--- src/rtl/tick_capture_pkg.sv ---
// Shared definitions for the tick_capture period-measurement block:
// controller state encoding and the value the period counter restarts at.
package tick_capture_pkg;

  typedef enum logic [1:0] {
    IDLE    = 2'd0,
    ARMED   = 2'd1,
    MEASURE = 2'd2
  } state_t;

  // The counter restarts at 1 so that a capture P cycles after the
  // previous edge reads exactly P.
  localparam int unsigned CNT_LOAD = 1;

endpackage

--- src/rtl/tick_cnt.sv ---
// Period counter for tick_capture: clear, load-with-1, increment, and an
// overflow bit that is sticky until the next restart.
// Build option: define TICK_CAPTURE_SAT_EN to saturate at 2^N-1 instead
// of wrapping to 0.
module tick_cnt
  import tick_capture_pkg::*;
#(
  parameter int N = 32
) (
  input  logic         Clk,
  input  logic         Rst,
  input  logic         Pwr_off,
  input  logic         clr,
  input  logic         load,
  input  logic         inc,
  output logic [N-1:0] cnt,
  output logic         ovf
);

  // Next count after one increment, MSB flags that the range was exceeded.
  function automatic logic [N:0] cnt_step(input logic [N-1:0] cur);
`ifdef TICK_CAPTURE_SAT_EN
    if (&cur) return {1'b1, cur};
    return {1'b0, cur + N'(1)};
`else
    return {&cur, cur + N'(1)};
`endif
  endfunction

  logic [N:0] step;

  assign step = cnt_step(cnt);

  // Restart, advance or hold the period count and its overflow bit
  always_ff @(posedge Clk) begin
    if (!Rst || Pwr_off || clr) begin
      cnt <= '0;
      ovf <= 1'b0;
    end else if (load) begin
      cnt <= N'(CNT_LOAD);
      ovf <= 1'b0;
    end else if (inc) begin
      cnt <= step[N-1:0];
      ovf <= ovf | step[N];
    end
  end

endmodule

--- src/rtl/tick_capture.sv ---
// tick_capture: measures the number of Clk cycles between successive
// rising edges of Evt and hands the result to a consumer with a
// Valid/Ack handshake, an overflow flag and a sticky overrun flag.
// Build option: TICK_CAPTURE_SAT_EN (saturating counter, see tick_cnt).
module tick_capture
  import tick_capture_pkg::*;
#(
  parameter int N = 32
) (
  input  logic         Clk,
  input  logic         Rst,
  input  logic         Pwr_off,
  input  logic         En,
  input  logic         Evt,
  input  logic         Ack,
  output logic [N-1:0] Vout,
  output logic         Valid,
  output logic         Ovf,
  output logic         Ovr
);

  state_t       state_q;
  state_t       state_d;
  logic         rst_act;
  logic         evt_q;
  logic         evt_edge;
  logic         capture;
  logic         cnt_clr;
  logic         cnt_load;
  logic         cnt_inc;
  logic         cnt_ovf;
  logic [N-1:0] cnt;

  assign rst_act  = !Rst || Pwr_off;
  assign evt_edge = Evt & ~evt_q;

  tick_cnt #(
    .N(N)
  ) u_cnt (
    .Clk     (Clk),
    .Rst     (Rst),
    .Pwr_off (Pwr_off),
    .clr     (cnt_clr),
    .load    (cnt_load),
    .inc     (cnt_inc),
    .cnt     (cnt),
    .ovf     (cnt_ovf)
  );

  // Controller state register
  always_ff @(posedge Clk) begin
    if (rst_act) state_q <= IDLE;
    else         state_q <= state_d;
  end

  // Next state and counter control; dropping En always returns to IDLE
  // and discards the partial count. An edge seen in IDLE only arms.
  always_comb begin
    state_d  = state_q;
    cnt_clr  = 1'b0;
    cnt_load = 1'b0;
    cnt_inc  = 1'b0;
    capture  = 1'b0;
    if (!En) begin
      state_d = IDLE;
      cnt_clr = 1'b1;
    end else begin
      case (state_q)
        IDLE: begin
          state_d = ARMED;
          cnt_clr = 1'b1;
        end
        ARMED: begin
          if (evt_edge) begin
            state_d  = MEASURE;
            cnt_load = 1'b1;
          end
        end
        MEASURE: begin
          if (evt_edge) begin
            capture  = 1'b1;
            cnt_load = 1'b1;
          end else begin
            cnt_inc = 1'b1;
          end
        end
        default: begin
          state_d = IDLE;
          cnt_clr = 1'b1;
        end
      endcase
    end
  end

  // Registered copy of Evt for edge detection; forgotten while disabled
  always_ff @(posedge Clk) begin
    if (rst_act) evt_q <= 1'b0;
    else         evt_q <= Evt & En;
  end

  // Capture register and handshake; a capture beats a simultaneous Ack
  always_ff @(posedge Clk) begin
    if (rst_act) begin
      Vout  <= '0;
      Valid <= 1'b0;
      Ovf   <= 1'b0;
      Ovr   <= 1'b0;
    end else if (capture) begin
      Vout  <= cnt;
      Ovf   <= cnt_ovf;
      Valid <= 1'b1;
      if (Valid && !Ack) Ovr <= 1'b1;
    end else if (Ack && Valid) begin
      Valid <= 1'b0;
      Ovr   <= 1'b0;
    end
  end

endmodule
--- config.mk ---
export PLATFORM = sky130hd
export DESIGN_NAME = tick_capture
export DESIGN_NICKNAME = d
export VERILOG_FILES = /design/src/rtl/tick_capture_pkg.sv /design/src/rtl/tick_cnt.sv /design/src/rtl/tick_capture.sv
export SDC_FILE = /design/constraint.sdc
export NUM_CORES = 1
export LEC_CHECK = 0
export CORE_ASPECT_RATIO = 1.2
export CORE_MARGIN = 1
export CORE_UTILIZATION = 40
export DETAILED_ROUTE_END_ITERATION = 12
export PLACE_DENSITY = 0.64
export SLEW_MARGIN = 20
export SYNTH_ARGS = -nofsm -noshare
export SYNTH_HDL_FRONTEND = slang
export SYNTH_HIERARCHICAL = 1
export SYNTH_SLANG_ARGS = --single-unit
--- constraint.sdc ---
create_clock -name Clk -period 3.9 [get_ports Clk]
set_input_delay 1.17 -clock Clk [delete_from_list [all_inputs] [get_ports Clk]]
set_output_delay 1.17 -clock Clk [all_outputs]
set_load 0.005 [all_outputs]
### Yosys cells after proc, flatten, opt, wreduce, memory -nomap -nowiden

Cells that the tools add are included.

| cells by class | value |
|---|---|
| $add $sub $neg | 1 |
| multiply operators | 0 |
| divide/modulo/power cells | 0 |
| $lt $le $gt $ge | 0 |
| eq/ne operators | 4 |
| shift-type cells | 0 |
| muxes and demuxes | 18 |
| bitwise logic cells | 6 |
| reductions and logical operators | 15 |

Operators with widths:

| operator | number |
|---|---|
| $add 32x1->32 const B | 1 |
| $reduce_and 32->1 | 1 |
| $mux 1 | 16 |
| $pmux 2 s3 | 1 |
| $reduce_or 2->1 | 3 |
| $reduce_and 2->1 | 2 |
| $reduce_bool 2->1 | 2 |
| $not 1->1 | 3 |
| $and 1x1->1 | 2 |
| $eq 2x1->1 const B | 1 |
| $eq 2x2->1 const B | 1 |
| $logic_and 1x1->1 | 2 |
| $logic_not 1->1 | 2 |
| $logic_not 2->1 | 1 |
| $logic_or 1x1->1 | 2 |
| $mux 2 | 1 |
| $ne 2x1->1 const B | 1 |
| $ne 2x2->1 const B | 1 |
| $or 1x1->1 | 1 |

| storage, ports and cells | value |
|---|---|
| bits in registers | 71 |
| latch bits | 0 |
| bits in writable memories | 0 |
| memory bits (read-only) | 0 |
| input bits | 6 |
| output and inout port bits | 35 |
| word-level logic and storage cells | 53 |
| memories kept | 0 |

### Depth between registers and ports, before layout

Gate-level depths: netlist (run 1).

| logic depth | value |
|---|---|
| word-level depth | 7 |
| gate-level depth with buffers | 10 |
| gate-level depth less buffers | 7 |

### Hierarchy

The synthesis (run 1) kept the hierarchy.

By module, submodules not included:

| module | times used | cells each | area an instance (um2) | sequential area each (um2) |
|---|---|---|---|---|
| tick_cnt | 1 | 178 | 1534.0 | 660.6 |
| tick_capture | 1 | 175 | 1524.0 | 760.7 |

### Worst setup path after synthesis (run 1)

Ideal clock, no wire load.

| path | value |
|---|---|
| kind | in2reg |
| from | input port En |
| to | register u_cnt.cnt[27] |
| setup time | 0.070 ns |
| data arrival time | 2.969 ns |
| required time | 3.830 ns |
| slack | 0.860 ns |
| cell stages on the path | 8 |
| path buffers | 3 |
| cell sequence | buf_4 > and3_1 > buf_2 > nand4_2 > or4_1 > clkbuf_2 > or4_1 > a21oi_1 |

| on the way | value |
|---|---|
| elaborated cells on any way between the ends | 5 |
| those cells by class | 3 x mux; 2 x reduce/logical |

RTL lines:

| element | RTL line | RTL |
|---|---|---|
| from (decl) | tick_capture.sv:13 | `input logic En,` |
| $mux 1 | tick_capture.sv:64 | `if (!En) begin` |
| via cnt_inc | tick_capture.sv:30 | `logic cnt_inc;` |
| to (signal assigned) | tick_cnt.sv:40 | `cnt <= N'(CNT_LOAD);` |
| to (signal assigned) | tick_cnt.sv:43 | `cnt <= step[N-1:0];` |
| to (decl) | tick_cnt.sv:16 | `output logic [N-1:0] cnt,` |

The timed path passes the listed nets, and every way through them passes these cells.
A chain may end at the register's enable or synchronous reset.

### Worst setup path in the final report (run 1)

| path | value |
|---|---|
| from | input port Evt |
| to | register u_cnt.cnt[29] |

| on the way | value |
|---|---|
| elaborated cells on any way between the ends | 8 |
| those cells by class | 6 x mux; 1 x bitwise; 1 x reduce/logical |

RTL lines:

| element | RTL line | RTL |
|---|---|---|
| from (decl) | tick_capture.sv:14 | `input logic Evt,` |
| $and 1x1->1 | tick_capture.sv:35 | `assign evt_edge = Evt & ~evt_q;` |
| $mux 1 | tick_capture.sv:80 | `if (evt_edge) begin` |
| $mux 1 | tick_capture.sv:68 | `case (state_q)` |
| $mux 1 | tick_capture.sv:64 |  |
| via cnt_inc | tick_capture.sv:30 |  |

The timed path passes the listed nets, and every way through them passes these cells.

==> out/qor.yml, run 1 <==
synth:
  syn-num-nets: 363
  synth_edf_count: 0
  synth.distinct_cells: 38
  synth_top_area_cell: "dfxtp_1"
  syn_inst: 353
  synth-seq-area-share_pct: 46.5
  synth_ff_type: "dfxtp_1"
  avgSynthCellArea_um2: 8.66
  synth_area_mm2: 0.00306
  synth-seq-cells: 71
  ys_top_cells_by_area: "dfxtp_1 46%, nand2_1 9.3%, a21oi_1 5.9%"
  netlist.area_leader.share_pct: 46.5
  yosysWarnings: 6
  async_reset_ff_share_pct: 0
critical_path:
  crit_path_max_incr_delay_ns: 0.79
  slowest_stage: "or4_1"
  critPathTopFamily: "simple AND/OR/NAND/NOR gates"
  r2r_slack_ns: 1.21
  cp-end-kind: "register"
  crit_top_cell: "or4_1"
  crit_required_ns: 4.17
  crit_chain: "clkdlybuf4s50_1 -> nand2b_1 -> and3_1 -> nand4_2 -> or4_1 -> or4_1 -> a21oi_1"
  reg2regPathDepth: 7
  worstReg2RegStart: "state_q[0]$_SDFFE_PP0P_"
  cp-start-kind: "input port"
  crit_fanout: 15
  cp.buffers_inverters: 1
  crit_type: "input port to register"
  r2r-end: "u_cnt/cnt[29]$_SDFFE_PP0P_"
  cp_data_arrival_time_ns: 3.71
  startpoint: "Evt"
timing:
  max_freq_mhz: 291
  rsz0062_at_grt: "false"
  finClkSkew_ns: 0.00825
  hold_viol_final: 0
  finalSetupViolCount: 0
  tightest_slew_ns: 0.771
  finalCritPeriodShare_pct: 88.2
  setup_tns_ns: 0
  drv_slew: 0
  timing.final.crit_period_ns: 3.44
  fin_ws_ns: 0.459
  slew_headroom_pct: 48.6
detailed_routing:
  viasPerCell: 5.30
  routed_wl_um: 6550
  drt_iter0_drc: 78
  vias: 2565
  first_pass_iters: 4
  drt-wirelength-per-cell_um: 13.5
  drc: 0
  ant_nets: 0
floorplan:
  coreArea_mm2: 0.00732
  row_count: 34
  ios: 41
  fp.dieH_um: 97.8
  dieArea_mm2: 0.00800
  start_util_pct: 41.8
  dieWidth_um: 81.8
placement:
  dp_slack_ns: 0.127
  port_buffers: 40
  dp_hpwl_um: 4260
  gp_congestion: 0.721
  placedInstanceArea_mm2: 0.00350
run:
  cap_violations: 0
clocking:
  htree_levels: 3
  clockBufferDepth: 2
  tritoncts: "built"
  ctsHoldBuffers: 0
  cts_root_buf: "clkbuf_8"
  post-cts-setup-buffers: 0
  cts.sinks: 71
  clk_pin_slew_ns: 0.08
  clk_latency_ns: 0.34
  post_cts_resized: 0
  numCtsBuffers: 9
min_path:
  hp-start: "Vout[28]$_SDFFE_PP0P_"
  min_path_cells: 2
  min_to: "Vout[28]$_SDFFE_PP0P_"
  hold_class: "register to register"
power:
  swShare_pct: 19.2
  powerDensity_mw_per_mm2: 412
  combPwrFrac_pct: 1.7
  p_seq_share_pct: 46.5
  vdd_drop_max_mv: 0.266
  switching_power_w: 0.000299
  power.leakage_nw: 1.12
  power_frac_clock_pct: 51.8
  intPower_w: 0.00126
cells_and_area:
  seqCellArea_mm2: 0.00142
  areaGrowthSynthToFinish_pct: 23.6
  fin_area_mm2: 0.00378
  antennaDiodeCount: 0
  fillers: 724
  layout-drive-gt1-share_pct: 12.2
  layout.nets: 399
  final_common_cell: "nand2_1"
  multi_input_area_mm2: 0.00146
  layout_common_cells: "76 x nand2_1, 71 x dfxtp_1, 40 x clkdlybuf4s50_1"
outcome:
  outcome: "completed"
global_route:
  grt_max_degree: 34
  grtUsageTotal_pct: 17.8
  grt_pass1_wl_um: 11000
  grt_pass1_vias: 2457
  antenna_found_initial: 0
  gr-total-overflow: 0
==> flip-flops by register name (all words and copies together), names as in the netlist <==
name / count
state_q: 2
u_cnt/cnt: 32
Ovr: 1
Ovf: 1
Vout: 32
Valid: 1
u_cnt/ovf: 1
evt_q: 1
==> cell usage after synthesis (2+ instances only) <==
cell type and count:
a21oi_1 36, and3_1 2, dfxtp_1 71, clkbuf_1 8
and4_1 2, nand2_1 76, nor4_1 3, or4_1 14
a21oi_2 19, o21ai_0 8, nor3_1 4, o21a_1 2
xnor2_1 8, buf_8 3, nand2b_1 4, or3_1 7
nor4b_1 2, nor2_1 14, mux2i_1 3, xor2_1 4
inv_1 10, ha_1 4, buf_2 8, nand3_1 10
o31ai_1 11, nand4_1 8
==> how the worst max path moves through the flow <==
stage	to	cells past startpoint	slack [ns]
detailed placement	u_cnt/cnt[29]$_SDFFE_PP0P_	7	0.13
global route	u_cnt/cnt[27]$_SDFFE_PP0P_	7	0.31
CTS	u_cnt/cnt[29]$_SDFFE_PP0P_	7	0.47
global placement	u_cnt/cnt[31]$_SDFFE_PP0P_	7	0.22
floorplan	u_cnt/cnt[27]$_SDFFE_PP0P_	8	0.86
finish	u_cnt/cnt[29]$_SDFFE_PP0P_	7	0.46
==> layer usage <==
metal  global-route usage, %  vias up  wire length [um]
li1                        -     1302                 -
met2                    30.3       39              3330
met5                       0        -                 0
met4                    9.31        0               131
met1                    20.5     1213              2920
met3                    3.55       11               168
==> metrics by stage <==
| stage | hold slack, ns | cells | util [%] | power [W] |
|---|---|---|---|---|
| finish | 0.457 | 484 | 51.7 | 0.00156 |
| global placement | 0.440 | 468 | 47.8 | 0.000769 |
| detailed placement | 0.450 | 468 | 47.8 | 0.000769 |
| CTS | 0.460 | 484 | 51.7 | 0.00157 |
| floorplan | 0.432 | 353 | - | 0.000758 |
| global route | 0.483 | 484 | 51.7 | 0.00160 |
==> power groups by stage <==
stage          Clock [W]  Sequential (W)  Combinational [W]
2_1_floorplan          0        0.000742          0.0000153
3_3_place_gp           0        0.000743          0.0000263
3_5_place_dp           0        0.000743          0.0000267
4_1_cts         0.000819        0.000725          0.0000270
5_1_grt         0.000843        0.000726          0.0000290
6_report        0.000807        0.000726          0.0000267
==> cell families (layout without fill, tap and decap cells) <==
group	count (synthesis)	in the layout	share of synthesized area [%]
xor gates and xnor gates	12	12	3.44
muxes	3	3	0.982
and+or+nand+nor	153	153	25.4
DFF	71	71	46.5
adders and majority gates	4	4	1.64
AOI/OAI and AO/OA	77	77	16.2
buffers and inverters	33	74	5.89
==> tightest hold or removal path, cell delays in order, from the launching register on <==
cell and delay [ns]:
dfxtp_1 0.31, nand2_1 0.05, a21oi_1 0.05
==> layout make-up <==
| class | instances | share of cell area [%] |
|---|---|---|
| Timing Repair Buffer | 48 | 12.5 |
| Sequential cell | 71 | 37.6 |
| Clock buffer | 11 | 4.01 |
| Multi-Input combinational cell | 249 | 38.5 |
| Inverter | 10 | 0.993 |
| Tap cell | 90 | 2.98 |
| Clock inverter | 5 | 3.38 |
No activity file was read; power rests on OpenSTA's default activity.
==> inputs of run 2 (changes only) <==
- PLACE_DENSITY: 0.64 -> 0.67
- clock period: 3.9 -> 2.95 ns (I/O delays scaled with it)
==> run 2 against run 1 <==
Critical path type unchanged. Count of clock-buffer cells in the layout decreased by 2. Global-route usage decreased by 0.25 points. Core utilization decreased by 0.62 points. Non-clock buffer count increased by 8. Power increased by 8.2%. Sequential share of layout area increased by 0.45 points. Register-to-register slack got worse by 0.72 ns. Combinational power increased by 38%. Critical endpoint unchanged. Die area unchanged. First-iteration DRC count increased by 37%.
==> out/qor.yml, run 2 (same netlist as run 1, synthesis figures left out) <==
floorplan:
  dieWidth_um: 81.8
  fp.dieH_um: 97.8
  start_util_pct: 41.8
  ios: 41
  dieArea_mm2: 0.00800
  coreArea_mm2: 0.00732
  row_count: 34
critical_path:
  crit_path_max_incr_delay_ns: 0.54
  crit_type: "input port to register"
  r2r-end: "u_cnt/cnt[29]$_SDFFE_PP0P_"
  worstReg2RegStart: "state_q[0]$_SDFFE_PP0P_"
  cp-end-kind: "register"
  crit_required_ns: 3.23
  reg2regPathDepth: 8
  crit_chain: "clkdlybuf4s50_1 -> nand2b_1 -> and3_2 -> nand4_2 -> or4_1 -> buf_4 -> or4_1 -> a21oi_1"
  critPathTopFamily: "simple AND/OR/NAND/NOR gates"
  cp-start-kind: "input port"
  crit_fanout: 15
  cp.buffers_inverters: 2
  crit_top_cell: "or4_1"
  slowest_stage: "or4_1"
  cp_data_arrival_time_ns: 3.09
  r2r_slack_ns: 0.49
global_route:
  grt_pass1_wl_um: 10900
  grt_pass1_vias: 2457
  grtUsageTotal_pct: 17.5
  gr-total-overflow: 0
  grt_max_degree: 34
  antenna_found_initial: 0
detailed_routing:
  ant_nets: 0
  drc: 0
  drt_iter0_drc: 107
  routed_wl_um: 6440
  vias: 2603
  drt-wirelength-per-cell_um: 13.1
  viasPerCell: 5.29
  first_pass_iters: 4
placement:
  placedInstanceArea_mm2: 0.00356
  gp_congestion: 0.733
  port_buffers: 40
  dp_slack_ns: -0.251
  dp_hpwl_um: 4230
  dp.cells: 476
cells_and_area:
  layout.nets: 407
  utilization_pct: 51.0
  fin_area_mm2: 0.00373
  final_common_cell: "nand2_1"
  fillers: 715
  antennaDiodeCount: 0
  layout_common_cells: "76 x nand2_1, 71 x dfxtp_1, 40 x clkdlybuf4s50_1"
  areaGrowthSynthToFinish_pct: 22.1
  top_regs: "Vout x32, u_cnt/cnt x32, state_q x2"
  layout-drive-gt1-share_pct: 14.2
  final_cells: 492
timing:
  timing.final.crit_period_ns: 2.81
  rsz0062_at_grt: "false"
  slew_headroom_pct: 59.2
  drv_slew: 0
  tightest_slew_ns: 0.609
  hold_viol_final: 0
  finalCritPeriodShare_pct: 95.3
  max_freq_mhz: 356
  finalSetupViolCount: 0
  setup_tns_ns: 0
  finClkSkew_ns: 0.00952
  fin_ws_ns: 0.139
clocking:
  cts_root_buf: "clkbuf_8"
  tritoncts: "built"
  htree_levels: 3
  clk_latency_ns: 0.35
  clockBufferDepth: 2
  post-cts-setup-buffers: 0
  clk_pin_slew_ns: 0.08
  numCtsBuffers: 9
  cts.sinks: 71
power:
  power.leakage_nw: 1.11
  powerDensity_mw_per_mm2: 452
  vdd_drop_max_mv: 0.262
outcome:
  outcome: "completed"
min_path:
  min_path_cells: 2
  hp-start: "u_cnt/ovf$_SDFFE_PP0P_"
  min_to: "Ovf$_SDFFE_PP0P_"
  hold_class: "register to register"
run:
  cap_violations: 0
-- run 2: cell types whose count changed in the layout (fill, tap and decap cells not counted) --
cell	before	now
and3_1	2	1
and3_2	0	1
buf_4	7	15
bufinv_16	4	0
clkbuf_8	11	9
clkinv_2	0	3
clkinv_4	0	2
inv_6	0	1
-- run 2: tightest hold or removal path, stage by stage (launching register included) --
cell and delay, ns:
dfxtp_1 0.31, nand2_1 0.05, a21oi_1 0.05
-- run 2: how the worst max path moves through the flow --
stage                     slack, ns  cells after the start                         end  startpoint
final                          0.14                      8  u_cnt/cnt[29]$_SDFFE_PP0P_         Evt
after CTS                      0.12                      8  u_cnt/cnt[29]$_SDFFE_PP0P_         Evt
after global routing          0.004                      8  u_cnt/cnt[27]$_SDFFE_PP0P_         Evt
after detailed placement      -0.25                      8  u_cnt/cnt[29]$_SDFFE_PP0P_         Evt
after global placement        -0.19                      8  u_cnt/cnt[23]$_SDFFE_PP0P_         Evt
after floorplan                0.20                      8  u_cnt/cnt[27]$_SDFFE_PP0P_          En
-- run 2: cell type report --
| class | instances | area (um^2) | area share (%) |
|---|---|---|---|
| clock buffers | 9 | 124 | 3.32 |
| clock inverters | 7 | 48.8 | 1.31 |
| inverters | 10 | 37.5 | 1.01 |
| multi-input cells | 249 | 1460 | 39.0 |
| flip-flops and latches | 71 | 1420 | 38.1 |
| well taps | 90 | 113 | 3.02 |
| repair buffers | 56 | 533 | 14.3 |
-- run 2: metrics by stage --
step	power (W)	hold slack, ns
floorplan	0.00100	0.432
global placement	0.00102	0.445
detailed placement	0.00102	0.453
CTS	0.00170	0.459
global route	0.00175	0.472
finish	0.00169	0.451
-- run 2: report_power, final --
part           internal (W)  total (W)  switching (W)
logic             0.0000155  0.0000369      0.0000214
registers          0.000958   0.000959    0.000000630
clock network      0.000306   0.000691       0.000385
total               0.00128    0.00169       0.000407
-- run 2: repair_timing --
item	in CTS	in global routing
gates resized for setup	0	1
hold buffers	0	0
endpoints found under the setup margin	0	1
-- run 2: per-layer routing --
metal	global-route usage (%)	share of wire (%)	wire [um]
met5	0	0	0
met2	29.2	51	3260
met3	4.21	2.8	182
met1	20.9	45	2880
met4	7.83	1.7	112
==> inputs of run 3 (changes only) <==
- CORE_UTILIZATION: 40 -> 49
- MAX_ROUTING_LAYER: not set -> met4
- PLACE_DENSITY: 0.67 -> 0.78
==> run 3 against run 2 <==
Maximum frequency increased by 0.38%. Sequential power about the same. Hold slack better by 0.0047 ns. Sequential share of layout area about the same. Clock power increased by 2%. Die area down 18%. Register-to-register slack barely moved. Critical endpoint unchanged. Largest power group unchanged.
==> out/qor.yml, run 3 (same netlist as run 1, synthesis figures left out) <==
outcome:
  outcome: "completed"
detailed_routing:
  routed_wl_um: 6060
  vias: 2564
  drt_iter0_drc: 156
  viasPerCell: 5.28
  ant_nets: 0
  drc: 0
  first_pass_iters: 4
  drt-wirelength-per-cell_um: 12.5
timing:
  slew_headroom_pct: 67.9
  rsz0062_at_grt: "false"
  drv_slew: 0
  finalCritPeriodShare_pct: 94.9
  fin_ws_ns: 0.149
  timing.final.crit_period_ns: 2.80
  setup_tns_ns: 0
  tightest_slew_ns: 0.481
  hold_viol_final: 0
  finClkSkew_ns: 0.00756
  finalSetupViolCount: 0
  max_freq_mhz: 357
power:
  switching_power_w: 0.000380
  combPwrFrac_pct: 2.1
  power_frac_clock_pct: 41.4
  power.leakage_nw: 1.12
  p_seq_share_pct: 56.5
  powerDensity_mw_per_mm2: 455
  vdd_drop_max_mv: 0.339
  intPower_w: 0.00132
  swShare_pct: 22.4
  fin_total_pwr_w: 0.00170
cells_and_area:
  fillers: 520
  layout_common_cells: "76 x nand2_1, 71 x dfxtp_1, 40 x clkdlybuf4s50_1"
  layout-drive-gt1-share_pct: 14.4
  areaGrowthSynthToFinish_pct: 22.1
  final_common_cell: "nand2_1"
  top_regs: "Vout x32, u_cnt/cnt x32, state_q x2"
  utilization_pct: 62.1
  antennaDiodeCount: 0
  layout.nets: 409
floorplan:
  coreArea_mm2: 0.00601
  start_util_pct: 50.9
  row_count: 31
  dieWidth_um: 74.1
  dieArea_mm2: 0.00656
  fp.dieH_um: 88.5
  ios: 41
placement:
  dp_hpwl_um: 4100
  port_buffers: 40
  dp_slack_ns: -0.220
  gp_congestion: 0.766
clocking:
  cts.sinks: 71
  clockBufferDepth: 2
  clk_latency_ns: 0.35
  clk_pin_slew_ns: 0.07
  numCtsBuffers: 9
  tritoncts: "built"
  cts_root_buf: "clkbuf_8"
  ctsHoldBuffers: 0
  htree_levels: 3
global_route:
  antenna_found_initial: 0
  grt_pass1_wl_um: 10400
  grt_pass1_vias: 2438
  grt_max_degree: 34
  grtUsageTotal_pct: 21.0
  gr-total-overflow: 0
min_path:
  min_to: "Vout[30]$_SDFFE_PP0P_"
  hp-start: "Vout[30]$_SDFFE_PP0P_"
  min_path_cells: 2
  hold_class: "register to register"
run:
  cap_violations: 0
critical_path:
  r2r-end: "u_cnt/cnt[29]$_SDFFE_PP0P_"
  r2r_slack_ns: 0.48
  cp_data_arrival_time_ns: 3.08
  crit_required_ns: 3.23
  worstReg2RegStart: "state_q[0]$_SDFFE_PP0P_"
  cp-start-kind: "input port"
  reg2regPathDepth: 8
  cp-end-kind: "register"
  crit_fanout: 12
  crit_type: "input port to register"
==> run 3: per-layer routing <==
layer  share of wire [%]  track usage, %
met5                   0               -
met4                 2.4            12.6
met3                 2.4            2.73
met2                  51            35.6
met1                  44            23.2
==> run 3: layout make-up <==
class	count	area, um^2	area share [%]
clock buffer	12	155	4.16
tap	82	103	2.75
clock inverter	4	20.0	0.536
timing repair buffer	58	536	14.3
inverter	10	37.5	1.01
multi-input combinational	249	1460	39.1
sequential	71	1420	38.1
==> run 3: power by group through the flow <==
stage	registers, W	logic (W)	clock network [W]
final	0.000959	0.0000365	0.000704
after global routing	0.000959	0.0000399	0.000747
after CTS	0.000959	0.0000365	0.000714
after detailed placement	0.000982	0.0000365	0
after global placement	0.000982	0.0000352	0
after floorplan	0.000982	0.0000203	0
==> run 3: what timing repair did <==
item | 4_1_cts | 5_1_grt
buffers inserted | 0 | 0
endpoints found under the hold margin | 0 | 0
endpoints found under the setup margin | 0 | 2
resized for setup | 0 | 1
==> run 3: how the worst max path moves through the flow <==
stage | startpoint | end | slack (ns) | depth (start not counted)
after CTS | Evt | u_cnt/cnt[29]$_SDFFE_PP0P_ | 0.11 | 8
after global placement | Evt | u_cnt/cnt[21]$_SDFFE_PP0P_ | -0.17 | 8
final | Evt | u_cnt/cnt[29]$_SDFFE_PP0P_ | 0.15 | 8
after floorplan | En | u_cnt/cnt[27]$_SDFFE_PP0P_ | 0.20 | 8
after detailed placement | Evt | u_cnt/cnt[29]$_SDFFE_PP0P_ | -0.22 | 8
after global routing | Evt | u_cnt/cnt[29]$_SDFFE_PP0P_ | 0.03 | 8
==> run 3: metrics by stage <==
| step | instance area, um^2 | hold WS [ns] | std cells |
|---|---|---|---|
| final | 3730 | 0.456 | 486 |
| after floorplan | 3060 | 0.432 | 353 |
| after global placement | 3550 | 0.445 | 470 |
| after CTS | 3730 | 0.461 | 486 |
| after global routing | 3730 | 0.483 | 486 |
| after detailed placement | 3550 | 0.449 | 470 |
==> run 3: critical path, cell delays in order <==
cell             delay [ns]
clkdlybuf4s50_1        0.41
nand2b_1               0.10
and3_4                 0.21
nand4_2                0.08
or4_1                  0.54
buf_4                  0.19
or4_1                  0.51
a21oi_1                0.16
==> edit 1 (settings of run 3) <==
`N` is set to 32 in 2 places; all go to 16.
--- a/src/rtl/tick_cnt.sv
+++ b/src/rtl/tick_cnt.sv
@@ -5,7 +5,7 @@
 module tick_cnt
   import tick_capture_pkg::*;
 #(
-  parameter int N = 32
+  parameter int N = 16
 ) (
   input  logic         Clk,
   input  logic         Rst,
--- a/src/rtl/tick_capture.sv
+++ b/src/rtl/tick_capture.sv
@@ -5,7 +5,7 @@
 module tick_capture
   import tick_capture_pkg::*;
 #(
-  parameter int N = 32
+  parameter int N = 16
 ) (
   input  logic         Clk,
   input  logic         Rst,
Interface: changed (resized Vout); port bits go from 41 to 25. No check against the original RTL was run, so the function may have changed too.
==> edit 1 against run 3 <==
- die area down 44%
- global-route usage is 1.5 points lower
- setup slack gained 0.26 ns
- wire length shrank 49%
- sequential cell count is 32 lower
- via count down 48%
- total power shrank 47%
- critical path type unchanged
- design area shrank 46%
- synthesized area down 45%
- clock skew hardly changed
==> edit 1: results (changes against run 3) <==
final_layout:
  reg_top3: "Vout: 16 flops, u_cnt/cnt: 16 flops, state_q: 2 flops"  # was Vout: 32 flops, u_cnt/cnt: 32 flops, state_q: 2 flops
  fin_nets: 227  # was 409
  multi_input_gates: 137  # was 249
  signal_buffer_area_fraction_pct: 13.28  # was 14.34%
  buffers_excl_clock: 28  # was 58
  nClkBuffers: 6  # was 12
  inverters: 6  # was 10
  sh_seq_area_pct: 38.38  # was 38.07%
setup_path:
  worst-r2r-cell-count: 7  # was 8
  crit_path_max_fanout: 6  # was 12
  slowest_stage: "clkdlybuf4s50_1"  # was or4_1
  timing.critical_path.slowest_cell_delay_ns: 0.46  # was 0.54 ns
  worstSetupEndpoint: "u_cnt/cnt[15]"  # was u_cnt/cnt[29]
  cp.arrival_ns: 2.76  # was 3.08 ns
place:
  placed_cell_area_um2: 1949  # was 3553 µm²
  dp_cells: 247  # was 470
  routabilityCongestion: 0.8639  # was 0.7664
cts:
  numCtsBuffers: 5  # was 9
  ctsHtreeMaxLevel: 2  # was 3
  clkLatencyLatePin_ns: 0.30  # was 0.35 ns
timing:
  slew_headroom_pct: 66.18  # was 67.92%
synthesis:
  ys_types: 37  # was 38
  synth-seq-area-share_pct: 46.12  # was 46.48%
  syn_inst: 190  # was 353
power_and_ir_drop:
  seq_power_mw: 0.528  # was 0.959 mW
  max-vdd-ir-drop_mv: 0.4144  # was 0.3388 mV
  total_power_mw: 0.9008  # was 1.700 mW
grt:
  grt_pass1_wl_um: 5313  # was 10380 µm
  grt_pass1_vias: 1217  # was 2438
drt:
  routedWlPerCell_um: 12.15  # was 12.47 µm
  vias_per_cell: 5.200  # was 5.276
outcome:
  outcome: "completed"  # unchanged
## edit 1: layer usage
layer  track usage (%)  up-vias  part of all wire, %
li1                  -      691                    -
met1             20.68      591                   46
met2             32.83       36                   48
met3             5.871        8                  4.0
met4             10.31        0                  2.5
met5                 -        -                    0
## edit 1: how the worst min path moves through the flow
stage	endpoint	slack, ns	cells past startpoint
finish	Ovf	0.46	2
global route	Vout[10]	0.48	2
CTS	Vout[6]	0.46	2
detailed placement	Ovf	0.45	2
global placement	Vout[11]	0.44	2
floorplan	Ovf	0.43	2
## edit 1: logic make-up (layout without fill, tap and decap cells)
group	after synthesis	after routing	share of synthesized area (%)
AO/OA/AOI/OAI	31	31	11.97
AND/OR/NAND/NOR	88	88	26.68
XOR/XNOR	12	12	6.208
adder cells (fa/ha/maj)	4	4	2.957
multiplexers	2	2	1.183
buffers and inverters	14	42	4.878
flip-flops	39	39	46.12
==> edit 2 (flow settings as in run 3) <==
Made on the original files. Put one more register stage on the output `Ovf`, cleared by the reset. The value now appears one clock later. The other outputs are not delayed to match.
--- a/src/rtl/tick_capture.sv
+++ b/src/rtl/tick_capture.sv
@@ -18,6 +18,8 @@
   output logic         Ovf,
   output logic         Ovr
 );
+
+  logic Ovf_s0;
 
   state_t       state_q;
   state_t       state_d;
@@ -103,11 +105,11 @@
     if (rst_act) begin
       Vout  <= '0;
       Valid <= 1'b0;
-      Ovf   <= 1'b0;
+      Ovf_s0 <= 1'b0;
       Ovr   <= 1'b0;
     end else if (capture) begin
       Vout  <= cnt;
-      Ovf   <= cnt_ovf;
+      Ovf_s0 <= cnt_ovf;
       Valid <= 1'b1;
       if (Valid && !Ack) Ovr <= 1'b1;
     end else if (Ack && Valid) begin
@@ -116,4 +118,12 @@
     end
   end
 
+  always_ff @(posedge Clk) begin
+    if (rst_act) begin
+      Ovf <= '0;
+    end else begin
+      Ovf <= Ovf_s0;
+    end
+  end
+
 endmodule
Function: no difference found for any inputs over 10 cycles, from zero or initial values; that may be too few to reach the edited logic, so the function may still have changed.
==> edit 2 against run 3 <==
- sequential power increased by 1%
- design area about the same
- setup slack got worse by 0.070 ns
- count of clock-buffer cells in the layout up 1
- register-to-register slack got worse by 0.02 ns
- combinational power up 3%
- wire length rose by 7.3%
- cell count is 0.21% higher
- first-iteration DRC count fell by 13%
- hold slack worse by 0.0019 ns
- sequential share of layout area up 0.52 points
- sequential cell count grew 1
- synthesized area grew 0.90%
- total power is 2.3% lower
- critical path type unchanged
==> edit 2: results (changes against run 3) <==
setup_path:
  reg2reg_to: "u_cnt/cnt[23]"  # was u_cnt/cnt[29]
  r2r_slack_ns: 0.46  # was 0.48 ns
  reg2reg_from: "state_q[0]"  # unchanged
  crit_path_max_fanout: 15  # was 12
  worstSetupEndpoint: "u_cnt/cnt[23]"  # was u_cnt/cnt[29]
  timing.critical_path.slowest_cell_delay_ns: 0.54  # about the same
  cp.arrival_ns: 3.14  # was 3.08 ns
  slowest_stage: "or4_1"  # unchanged
  cp_top_family: "simple AND/OR/NAND/NOR gates"  # unchanged
min_path:
  min_path_type: "reg2reg"  # unchanged
drt:
  vias_per_cell: 5.468  # was 5.276
  routedWlPerCell_um: 13.35  # was 12.47 µm
  dr.pass1.iters: 4  # unchanged
  drt-initial-drc-count: 136  # was 156
final_layout:
  final_common_cell: "nand2_1"  # unchanged
  reg_top3: "Vout: 32 flops, u_cnt/cnt: 32 flops, state_q: 2 flops"  # unchanged
  num_antenna_cells: 0  # unchanged
  fin_nets: 410  # was 409
  drive_gt1_share_pct: 13.33  # was 14.36%
cts:
  ctsHtreeMaxLevel: 3  # unchanged
  path_clk_slew_ns: 0.07  # about the same
  cts_buffer_depth: 2  # unchanged
  cts_resized: 0  # unchanged
  root_buffer: "clkbuf_8"  # unchanged
synthesis:
  synth_mux_area_share_pct: 0.9732  # was 0.9820%
  synthTopCellsByArea: "dfxtp_1, nand2_1, a21oi_1, a21oi_2, or4_1"  # unchanged
  synthFlopType: "dfxtp_1"  # unchanged
  synthArstFlopShare_pct: 0  # unchanged
  synth_compound_area_share_pct: 16.06  # was 16.20%
  syn_nets: 365  # was 363
  synth_xor_area_share_pct: 3.406  # was 3.437%
  synth_adder_area_share_pct: 1.622  # was 1.637%
  synth_warnings: 6  # unchanged
  ys_types: 39  # was 38
  synthTopCellsByCount: "nand2_1, dfxtp_1, a21oi_1"  # unchanged
  synth-seq-area-share_pct: 46.72  # was 46.48%
place:
  placed_cell_area_um2: 3572  # was 3553 µm²
  routabilityCongestion: 0.8160  # was 0.7664
  dp_hpwl_um: 4373  # was 4103 µm
grt:
  antenna_found_initial: 0  # unchanged
  track_usage_pct: 22.32  # was 20.98%
  grt_pass1_vias: 2572  # was 2438
  grt_pass1_wl_um: 10910  # was 10380 µm
  grt_max_degree: 34  # unchanged
power_and_ir_drop:
  max-vdd-ir-drop_mv: 0.2902  # was 0.3388 mV
  leakage_nw: 1.108  # was 1.115 nW
timing:
  skew_ns: 0.009634  # was 0.007560 ns
  slew_headroom_pct: 67.89  # was 67.92%
outcome:
  outcome: "completed"  # unchanged
==> edit 2: cell count changes in the layout (fill, tap and decap cells not counted) <==
| cell | delta |
|---|---|
| and2_1 | +1 |
| buf_4 | -1 |
| clkbuf_1 | +3 |
| clkbuf_8 | -2 |
| clkinv_2 | -2 |
| clkinv_4 | +1 |
| dfxtp_1 | +1 |
==> edit 2: report_power, final <==
part | internal (mW) | total [mW] | switching [mW]
clock | 0.305 | 0.650 | 0.345
combinational | 0.0154 | 0.0375 | 0.0221
sequential | 0.972 | 0.973 | 0.000722
==> edit 2: layout make-up <==
cell class	count	area (µm²)
Sequential cell	72	1441
Multi-Input combinational cell	250	1468
Inverter	10	37.54
Timing Repair Buffer	57	528.0
Clock buffer	13	138.9
Fill cell	584	2316
Clock inverter	3	18.77
Tap cell	82	102.6
==> edit 2: layer usage <==
metal / vias up / global-route usage [%] / wire [µm]
met5: - / - / 0
met4: 0 / 10.81 / 102
met3: 8 / 5.073 / 217
met2: 46 / 39.72 / 3485
met1: 1281 / 22.86 / 2695
li1: 1328 / - / -
==> edit 2: worst min path at each step <==
stage | depth (start not counted) | startpoint | slack [ns] | to
floorplan | 1 | Ovf_s0 | 0.43 | Ovf
global placement | 2 | u_cnt/ovf | 0.44 | Ovf_s0
detailed placement | 2 | Vout[30] | 0.45 | Vout[30]
CTS | 2 | u_cnt/ovf | 0.46 | Ovf_s0
global route | 2 | Vout[30] | 0.47 | Vout[30]
finish | 2 | Vout[30] | 0.45 | Vout[30]
==> edit 2: worst reg2reg max path, cell delays in order, from the launching register on <==
cell and delay (ns):
dfxtp_1 0.33, inv_1 0.09, ha_1 0.27, and3_4 0.24, nand4_2 0.08, or4_1 0.54, buf_4 0.20, or4_1 0.53
a21oi_1 0.15
==> edit 2: through the flow <==
step	cells	utilization (%)	setup slack, ns
after global routing	487	61.72	-0.01212
after detailed placement	471	59.04	-0.2947
after floorplan	355	-	0.1952
final	487	61.72	0.07925
after CTS	487	61.64	0.06610
after global placement	471	59.04	-0.1823
==> edit 2: kinds of logic after synthesis <==
group / Yosys count
multiplexers: 3
AND/OR/NAND/NOR: 154
buffers and inverters: 33
flip-flops: 72
adder cells (fa/ha/maj): 4
AO/OA/AOI/OAI: 77
XOR/XNOR: 12
